$ cat src/rtl/shift_frame_receiver.sv
// Serial-to-parallel frame receiver for an LSB-first link.
// Frame: start bit (0), WIDTH data bits LSB first, stop bit (1).
// The received word is held on D_par under a Valid/Ack handshake.
// Framing and overrun errors are kept in sticky flags.
module shift_frame_receiver #(
  parameter int WIDTH = 4
) (
  input  logic             CLK,
  input  logic             Clear,
  input  logic             Serial_in,
  input  logic             Bit_en,
  input  logic             Ack,
  input  logic             Err_clr,
  output logic [WIDTH-1:0] D_par,
  output logic             Valid,
  output logic             Busy,
  output logic             Frame_err,
  output logic             Overrun
);

  localparam int CW = (WIDTH > 1) ? $clog2(WIDTH) : 1;
  localparam logic [CW-1:0] LAST_BIT = CW'(WIDTH - 1);

  typedef enum logic [1:0] {
    IDLE = 2'd0,
    DATA = 2'd1,
    STOP = 2'd2
  } state_t;

  state_t           state_q, state_d;
  logic [CW-1:0]    cnt_q, cnt_d;
  logic [WIDTH-1:0] shreg_q, shreg_d;
  logic [WIDTH-1:0] d_par_q, d_par_d;
  logic             valid_q, valid_d;
  logic             busy_q, busy_d;
  logic             frame_err_q, frame_err_d;
  logic             overrun_q, overrun_d;

  // Next-state, datapath and handshake/error-flag logic; strobed sampling only on Bit_en.
  always_comb begin
    state_d     = state_q;
    cnt_d       = cnt_q;
    shreg_d     = shreg_q;
    d_par_d     = d_par_q;
    valid_d     = valid_q;
    frame_err_d = frame_err_q;
    overrun_d   = overrun_q;

    if (Ack) begin
      valid_d = 1'b0;
    end
    if (Err_clr) begin
      frame_err_d = 1'b0;
      overrun_d   = 1'b0;
    end

    if (Bit_en) begin
      case (state_q)
        IDLE: begin
          if (!Serial_in) begin
            state_d = DATA;
            cnt_d   = '0;
          end
        end
        DATA: begin
          shreg_d = {Serial_in, shreg_q[WIDTH-1:1]};
          if (cnt_q == LAST_BIT) begin
            state_d = STOP;
          end else begin
            cnt_d = cnt_q + CW'(1);
          end
        end
        STOP: begin
          state_d = IDLE;
          if (Serial_in) begin
            if (!valid_q || Ack) begin
              d_par_d = shreg_q;
              valid_d = 1'b1;
            end else begin
              overrun_d = 1'b1;
            end
          end else begin
            frame_err_d = 1'b1;
          end
        end
        default: begin
          state_d = IDLE;
        end
      endcase
    end

    busy_d = (state_d != IDLE);
  end

  // State and output registers with asynchronous active-low clear.
  always_ff @(posedge CLK or negedge Clear) begin
    if (!Clear) begin
      state_q     <= IDLE;
      cnt_q       <= '0;
      shreg_q     <= '0;
      d_par_q     <= '0;
      valid_q     <= 1'b0;
      busy_q      <= 1'b0;
      frame_err_q <= 1'b0;
      overrun_q   <= 1'b0;
    end else begin
      state_q     <= state_d;
      cnt_q       <= cnt_d;
      shreg_q     <= shreg_d;
      d_par_q     <= d_par_d;
      valid_q     <= valid_d;
      busy_q      <= busy_d;
      frame_err_q <= frame_err_d;
      overrun_q   <= overrun_d;
    end
  end

  assign D_par     = d_par_q;
  assign Valid     = valid_q;
  assign Busy      = busy_q;
  assign Frame_err = frame_err_q;
  assign Overrun   = overrun_q;

endmodule

$ cat config.mk
export PLATFORM = sky130hd
export DESIGN_NAME = shift_frame_receiver
export DESIGN_NICKNAME = d
export VERILOG_FILES = /design/src/rtl/shift_frame_receiver.sv
export SDC_FILE = /design/constraint.sdc
export NUM_CORES = 1
export LEC_CHECK = 0
export ABC_AREA = 0
export CAP_MARGIN = 20
export CELL_PAD_IN_SITES_DETAIL_PLACEMENT = 2
export CELL_PAD_IN_SITES_GLOBAL_PLACEMENT = 2
export CORE_AREA = 2 2 44 46
export CTS_CLUSTER_SIZE = 14
export DETAILED_ROUTE_END_ITERATION = 7
export DIE_AREA = 0 0 46 48
export DONT_BUFFER_PORTS = 1
export PLACE_DENSITY = 0.84
export SETUP_SLACK_MARGIN = 0.02
export SLEW_MARGIN = 20
export SYNTH_ARGS = -nofsm -noshare
export SYNTH_HDL_FRONTEND = slang
export SYNTH_SLANG_ARGS = --single-unit
$ cat constraint.sdc
create_clock -name CLK -period 3.2 [get_ports CLK]
set_clock_uncertainty 0.05 [all_clocks]
set_input_delay 0.8 -clock CLK [delete_from_list [all_inputs] [get_ports CLK]]
set_output_delay 0.8 -clock CLK [all_outputs]
set_load 0.005 [all_outputs]
## Word-level counts from Yosys, hierarchy flattened

Index checks and enable logic that the tools add are counted.
Widths: inputs -> output; s select.

- Latch bits: 0
- Memories kept: 0
- RAM bits: 0
- Input port bits: 6
- Register bits: 16
- Memory bits (read-only): 0
- Output and inout port bits: 8
- Logic and storage cells: 43

- Reduce and logical (&&, ||, !) cells: 8
- Mux-type cells: 21
- Shift-type cells: 0
- Multipliers: 0
- Add/subtract/negate cells: 1
- Bitwise logic cells: 0
- $lt $le $gt $ge: 0
- Div/mod/pow operators: 0
- Equal/unequal tests: 5

Operators with widths:

| operator | count |
|---|---|
| $mux 1 | 14 |
| $mux 2 | 5 |
| $pmux 2 s2 | 2 |
| $reduce_and 4->1 | 2 |
| $eq 2x2->1 const B | 2 |
| $ne 2x2->1 const B | 2 |
| $reduce_bool 2->1 | 2 |
| $add 2x1->2 const B | 1 |
| $eq 2x1->1 const B | 1 |
| $logic_not 2->1 | 1 |
| $reduce_and 2->1 | 1 |
| $logic_not 1->1 | 1 |
| $logic_or 1x1->1 | 1 |

## Logic depth before layout (Yosys ltp)

Gate-level depths: netlist (run 1).

- Word-level depth: 6
- Depth in mapped cells: 4
- Gate-level depth less buffers: 4

## Least setup slack after synthesis (run 1)

No wires, ideal clock.

- Path type: in2reg
- From: input port Serial_in
- To: register d_par_q[0] (netlist: D_par[0])
- Path slack: 1.533 ns
- Cell stages on the path: 3
- Arrival: 1.492 ns
- Required time: 3.025 ns
- Path buffers: 0
- Setup time: 0.125 ns
- Path through: nand4b_1 -> nor2b_4 -> mux2_2

- Word-level cells in the longest chain between the ends: 1

Ends and longest elaborated chain:

| element | RTL line | source |
|---|---|---|
| start: declaration | 10 | `input logic Serial_in,` |
| $reduce_and 4->1 (no source line) | - |  |
| end signal: assignment | 110 | `d_par_q <= d_par_d;` |
| end: declaration | 33 | `logic [WIDTH-1:0] d_par_q, d_par_d;` |

No other way between the ends.
A chain may end at the register's enable or synchronous reset.

## Worst setup path after layout (run 1)

- From: register d_par_q[0] (netlist: D_par[0])
- To: output port D_par[0]

RTL lines:

| element | RTL line | source |
|---|---|---|
| end: declaration | 14 | `output logic [WIDTH-1:0] D_par,` |

No word-level cell between the ends.

==> results of run 1 <==
[path summary, 6_finish.rpt]
kind                            depth (start not counted)        to  slack [ps]       start
worst max register to register                          3  D_par[0]        1700  state_q[0]
max in group asynchronous                               0  D_par[2]        2880       Clear
min in group CLK                                        1  cnt_q[1]         480    cnt_q[1]
worst min register to register                          1  cnt_q[1]         480    cnt_q[1]
worst min-delay path                                    0      Busy         160       Clear
worst max-delay path                                    0  D_par[0]        1660    D_par[0]
[state kept, by name (all words and copies together) (netlist names)]
signal,cells
cnt_q,2
Frame_err,1
Valid,1
state_q,2
Busy,1
Overrun,1
shreg_q,4
D_par,4
[area by class of cell]
type | instances | share of cell area
well taps | 17 | 0.0297
multi-input cells | 31 | 0.344
flip-flops and latches | 16 | 0.558
clock buffers | 3 | 0.0314
inverters | 7 | 0.0366
[metal layers]
metal	wire length (microns)	global-route usage	part of all wire
met5	0	0	0
met4	14	0.0857	0.011
met1	594	0.179	0.46
met2	614	0.217	0.47
met3	77	0.0642	0.059
[power groups by stage]
stage	Sequential (mW)	Combinational [mW]	Clock [mW]
2_1_floorplan	0.316	0.117	0
3_3_place_gp	0.334	0.131	0
3_5_place_dp	0.340	0.140	0
4_1_cts	0.337	0.140	0.110
5_1_grt	0.349	0.160	0.119
6_report	0.336	0.139	0.101
[cells by family after synthesis]
group,Yosys count,synth area share
AO/OA/AOI/OAI,11,0.104
adder cells (fa/ha/maj),1,0.0186
buffers and inverters,7,0.0390
flip-flops,16,0.595
multiplexers,8,0.134
AND/OR/NAND/NOR,11,0.110
[Yosys cell counts (2+ instances only)]
master      n
a31oi_1     2
o21ai_0     3
o2bb2ai_1   2
nand2_1     3
dfrtp_1    16
o22ai_1     2
mux2_2      8
inv_1       7
[cell usage in the layout (no fill, tap or decap)]
cell type / instances
a21oi_1: 1
mux2_2: 8
o22ai_1: 2
o21ai_0: 3
nand2b_1: 1
o211ai_1: 1
o2bb2ai_1: 2
nand3_1: 1
nor2b_1: 1
and2b_1: 1
ha_1: 1
dfrtp_1: 16
inv_1: 7
and2_1: 1
clkbuf_4: 3
nand2_1: 3
nor4b_1: 1
nand4b_1: 1
a31oi_1: 2
nor2b_4: 1
[worst reg2reg max path, cell delays in order (launching register included)]
cell and delay [ps]:
dfrtp_1 460, nand4b_1 310, nor2b_4 210, mux2_2 360
[stage by stage]
| stage | instances | hold WS (ps) | area [sq um] | setup WS, ps |
|---|---|---|---|---|
| 6_report | 74 | 155 | 717 | 1660 |
| 5_1_grt | 74 | 119 | 717 | 1610 |
| 4_1_cts | 74 | 136 | 717 | 1640 |
| 3_5_place_dp | 71 | 455 | 694 | 1460 |
| 3_3_place_gp | 71 | 446 | 694 | 1480 |
| 2_1_floorplan | 54 | 424 | 673 | 1530 |
==> impl_results.md, run 1 <==
* Status: completed
* TNS Setup at 0 ps
* Flop pwr share at 0.583
* Slew Viols, Final at 0
* Comb power frac at 0.241
* GPL Wtd Cong at 0.706
* Area contributors post-synth: dfrtp_1, mux2_2, inv_1, o2bb2ai_1, o21ai_0
* CTS tree: yes
* IO Port Bufs at 0
* FILL cells at approximately 180
* Die Ht at 48 microns
* Fmax at 649 MHz
* FP Rows at 15
* Die area at approximately 2200 sq um
* Ant. Diodes at 0
* Area occupied by multi-input gates at 246 sq um
* CP arrival at roughly 690 ps
* Worst setup SP type: flop
* Final Hold Viols at 0
* Synth unique cells at 19
* Share of the synthesized area in the top cell type at 0.595
* Hpwl dp at 978 microns
* CP Class: flop to output port
* GRT Util Overall at 0.147
* Area grow syn2layout at 6.51%
* Total CTS buffers at 3
* CTS sink cnt at 16
* P_leak at about 0.34 nW
* Synth Cell Area at 673 sq um
* HP Class: primary input to asynchronous set/reset pin
* Core Footprint at about 1700 sq um
* Vias/cell at 5.73
* ANT nets after route at 0
* RSZ-0062 raised after global routing: no
* Max VDD drop at 0.303 mV
* Post-Syn Instances at 54
* Fraction of registers with async set/reset at 1.00
* H-tree levels at 1
* Post CTS Setup Buffer Count at 0
* Initial antenna violation count at 0
* Drt pass-1 iters at 3
* Maximum root-to-sink buffer count at 2
* CP Capture Type: output port
* Vias in the first global route at 453
* Tcrit/Tclk final at 0.481
* Area leader, netlist: dfrtp_1
* Nets@finish at 66
* Int Power at a little under 400 uW
* Clock power frac at 0.176
* Top FF cell, synth: dfrtp_1
* WP data required at around 2400 ps
* Register area share after synthesis at 0.595
* Finished Core Util at 0.424
* Slew margin rel. at 0.833
* Sw Ratio at 0.317
* Worst-margin pin slew at approximately 250 ps
* Total of max-cap violations at 0
* Avg Cell Area, Syn at 12.5 sq um
* Vias at 424
* Die width at approximately 46 microns
* Initial DRC count at 2
* Storage cell area at 400 sq um
* Resized Gates After CTS at 0
* Number of enable flip-flop cells after synthesis at 0
* Layout cells sized above 1 at 0.211
* Cts hold-fix bufs at 0
* Yosys reg bits at 16
* Routed WL at 1.30 mm
* Setup violators final at 0
* Fin crit period at 1540 ps
* # DRC at 0
* I/O Pins at 14
* Clock slew at reported path FFs at 90 ps
* Psw at ~180 uW
* Global-route wire length before repair at approximately 2.1 mm
* Root buf cell: clkbuf_4
* Syn Nets at 61
* Maximum number of pins on one net before global-route repair at 17
* CP Max Fanout at 2
* Wire per inst at 17.6 microns
* Gr ovfl total at 0
* Yosys warns at 0
* Final Power at 576 uW
* Clock Latency Late Sink at 280 ps
* Initial core utilization at 0.399
* Pwr/cell area at 803 nW/um^2
Power figures use the tool's default switching activity.
==> run 2: changes to the inputs <==
--- a/config.mk
+++ b/config.mk
@@ -9,12 +9,12 @@
 export CAP_MARGIN = 20
 export CELL_PAD_IN_SITES_DETAIL_PLACEMENT = 2
 export CELL_PAD_IN_SITES_GLOBAL_PLACEMENT = 2
-export CORE_AREA = 2 2 44 46
+export CORE_AREA = 2 2 57 43
 export CTS_CLUSTER_SIZE = 14
 export DETAILED_ROUTE_END_ITERATION = 7
-export DIE_AREA = 0 0 46 48
+export DIE_AREA = 0 0 59 45
 export DONT_BUFFER_PORTS = 1
-export PLACE_DENSITY = 0.84
+export PLACE_DENSITY = 0.76
 export SETUP_SLACK_MARGIN = 0.02
 export SLEW_MARGIN = 20
 export SYNTH_ARGS = -nofsm -noshare
==> constraint.sdc (replaced) <==
create_clock -name CLK -period 1.4 [get_ports CLK]
set_clock_uncertainty 0.05 [all_clocks]
set_input_delay 0.35 -clock CLK [delete_from_list [all_inputs] [get_ports CLK]]
set_output_delay 0.35 -clock CLK [all_outputs]
set_load 0.005 [all_outputs]
==> run 2 against run 1 <==
Against the previous run:
- total power rose to 2.5 times the previous value
- core utilization shrank 3.2 points
- cell count is 19% higher
- largest power group unchanged
- non-clock buffer count up 6
- highest routed layer is now met3
- sequential power up 120%
- setup slack worse by 1600 ps
- register-to-register slack lost 1700 ps
==> impl_results.md, run 2 (synthesis gave the netlist of run 1 again) <==
* CP Cell Sequence: nand4b_1, nor2b_4, mux2_4
* Global-route wire length before repair at 2.15 mm (was 2.14 mm)
* Maximum number of pins on one net before global-route repair at 17 (unchanged)
* Final Power at 1.46 mW (was 576 uW)
* Hpwl dp at 996 microns (was 978 microns)
* Crit path largest cell delay at 400 ps
* Area grow syn2layout at 20.6% (was 6.51%)
* R2R depth at 3 (unchanged)
* Final Non-Filler Cells at 88 (was 74)
* FP Rows at 14 (was 15)
* Gr ovfl total at 0 (unchanged)
* CTS sink cnt at 16 (unchanged)
* I/O Pins at 14 (unchanged)
* CP Capture Type: flop (was output port)
* Routed WL at 1.30 mm (about the same)
* Die area at 2660 sq um (was 2210 sq um)
* Drt pass-1 iters at 2 (was 3)
* Total CTS buffers at 3 (unchanged)
* HP Class: primary input to flop (was primary input to asynchronous set/reset pin)
* Pwr/cell area at 1800 nW/um^2 (was 803 nW/um^2)
* Final Hold Viols at 0 (unchanged)
* TNS Setup at 0 ps (unchanged)
* Vias at 444 (was 424)
* Fmax at 722 MHz
* Status: completed (unchanged)
* Psw at 443 uW (was 182 uW)
* Clock slew at reported path FFs at 90 ps (about the same)
* # DRC at 0 (unchanged)
* Setup violators final at 0 (unchanged)
* Initial antenna violation count at 0 (unchanged)
* Vias/cell at 5.05 (was 5.73)
* Die width at 59 microns (was 46 microns)
* Hold WS at 94.1 ps (was 155 ps)
* Max VDD drop at 0.740 mV (was 0.303 mV)
* Vias in the first global route at 450 (was 453)
* Dpl cell area at 733 sq um (was 694 sq um)
* Crit path max-delay family: simple AND/OR/NAND/NOR gates
* Slowest cell on the critical path: dfrtp_1
* Worst R2R Setup Slack at 10 ps (was 1700 ps)
* ANT nets after route at 0 (unchanged)
* Nets@finish at 72 (was 66)
* Final Cell Area at 812 sq um (was 717 sq um)
* Clock Latency Late Sink at 290 ps (was 280 ps)
* Root buf cell: clkbuf_4 (unchanged)
* RR Startpoint: state_q[0] (unchanged)
* Maximum root-to-sink buffer count at 2 (unchanged)
* IO Port Bufs at 0 (unchanged)
* CP Max Fanout at 4 (was 2)
* Layout cells sized above 1 at 0.328 (was 0.211)
* Initial DRC count at 7 (was 2)
* Placed cell count at 82 (was 71)
* Total of max-cap violations at 0 (unchanged)
* Fin crit period at 1390 ps
* Hold worst-path end: Overrun
* P_leak at 0.378 nW (was 0.340 nW)
* RSZ-0062 raised after global routing: yes (was no)
* Hold path startpoint: Err_clr
* Worst path bufs/invs at 0
* CP Class: flop to flop (was flop to output port)
* Initial core utilization at 0.326 (was 0.399)
* GPL Wtd Cong at 0.737 (was 0.706)
* Slew Viols, Final at 0 (unchanged)
* Commonest cells after routing, fill and taps aside: dfrtp_1, inv_1, buf_4 (was dfrtp_1, mux2_2, inv_1)
* WP data required at 1530 ps (was 2350 ps)
* Slew margin rel. at 0.517 (was 0.833)
* H-tree levels at 1 (unchanged)
* Flop pwr share at 0.510 (was 0.583)
* Wire per inst at 14.7 microns (was 17.6 microns)
* FF-to-FF End: D_par[1] (was D_par[0])
* Ant. Diodes at 0 (unchanged)
* Int Power at 1.02 mW (was 393 uW)
* Tcrit/Tclk final at 0.990
* Die Ht at 45 microns (was 48 microns)
* Sw Ratio at 0.303 (was 0.317)
* Worst setup SP type: flop (unchanged)
* Clock power frac at 0.208 (was 0.176)
* Finished Core Util at 0.393 (was 0.424)
* Core Footprint at 2070 sq um (was 1690 sq um)
* Comb power frac at 0.283 (was 0.241)
* CTS tree: yes (unchanged)
* Worst-margin pin slew at 722 ps (was 247 ps)
* Dpl ws at 19.9 ps (was 1460 ps)
* GRT Util Overall at 0.115 (was 0.147)
* Hold depth at 1
* Worst setup margin at 14.6 ps (was 1660 ps)
* Commonest non-fill, non-tap cell in the layout: dfrtp_1 (unchanged)
* CP arrival at 1510 ps (was 690 ps)
-- run 2: cell count changes in the layout (fill, tap and decap cells not counted), sizes merged --
cell,delta
buf,+5
clkbuf,+1
dlygate4sd3,+1
-- run 2: power groups by stage --
stage	combinational (mW)	sequential [mW]	clock [mW]
2_1_floorplan	0.267	0.721	0
3_3_place_gp	0.357	0.742	0
3_5_place_dp	0.374	0.751	0
4_1_cts	0.390	0.742	0.323
5_1_grt	0.467	0.777	0.339
6_report	0.414	0.746	0.304
-- run 2: metal layers --
| layer | up-vias | wire length (microns) | GRT usage |
|---|---|---|---|
| met5 | - | 0 | 0 |
| met4 | 0 | 0 | 0.0273 |
| met3 | 0 | 87 | 0.0602 |
| met2 | 15 | 556 | 0.171 |
| met1 | 221 | 650 | 0.150 |
| li1 | 208 | - | - |
-- run 2: what timing repair did --
action	in CTS	in global routing
setup endpoints to repair	4	10
setup buffers	1	0
hold endpoints to repair	16	0
gates resized for setup	1	6
hold buffers	1	0
-- run 2: area by class of cell --
type / count / area, sq um
fill: 224 / 1250
tap: 24 / 30.0
multi-input combinational: 31 / 270
inverter: 7 / 26.3
timing repair buffer: 6 / 47.5
clock buffer: 4 / 36.3
sequential: 16 / 402
-- run 2: worst register-to-register path: cells and delay by family (launching register included) --
family | cells | cell delay, ps
and+or+nand+nor | 2 | 510
DFF | 1 | 400
muxes | 1 | 320
-- run 2: worst max path at each step --
stage,from,end,slack [ps],cells after the start
after detailed placement,state_q[0],D_par[0],20,3
after CTS,state_q[0],D_par[3],9,3
final,state_q[0],D_par[1],10,3
after global placement,state_q[0],D_par[1],50,3
after global routing,state_q[0],D_par[1],-30,3
after floorplan,state_q[0],D_par[0],50,3
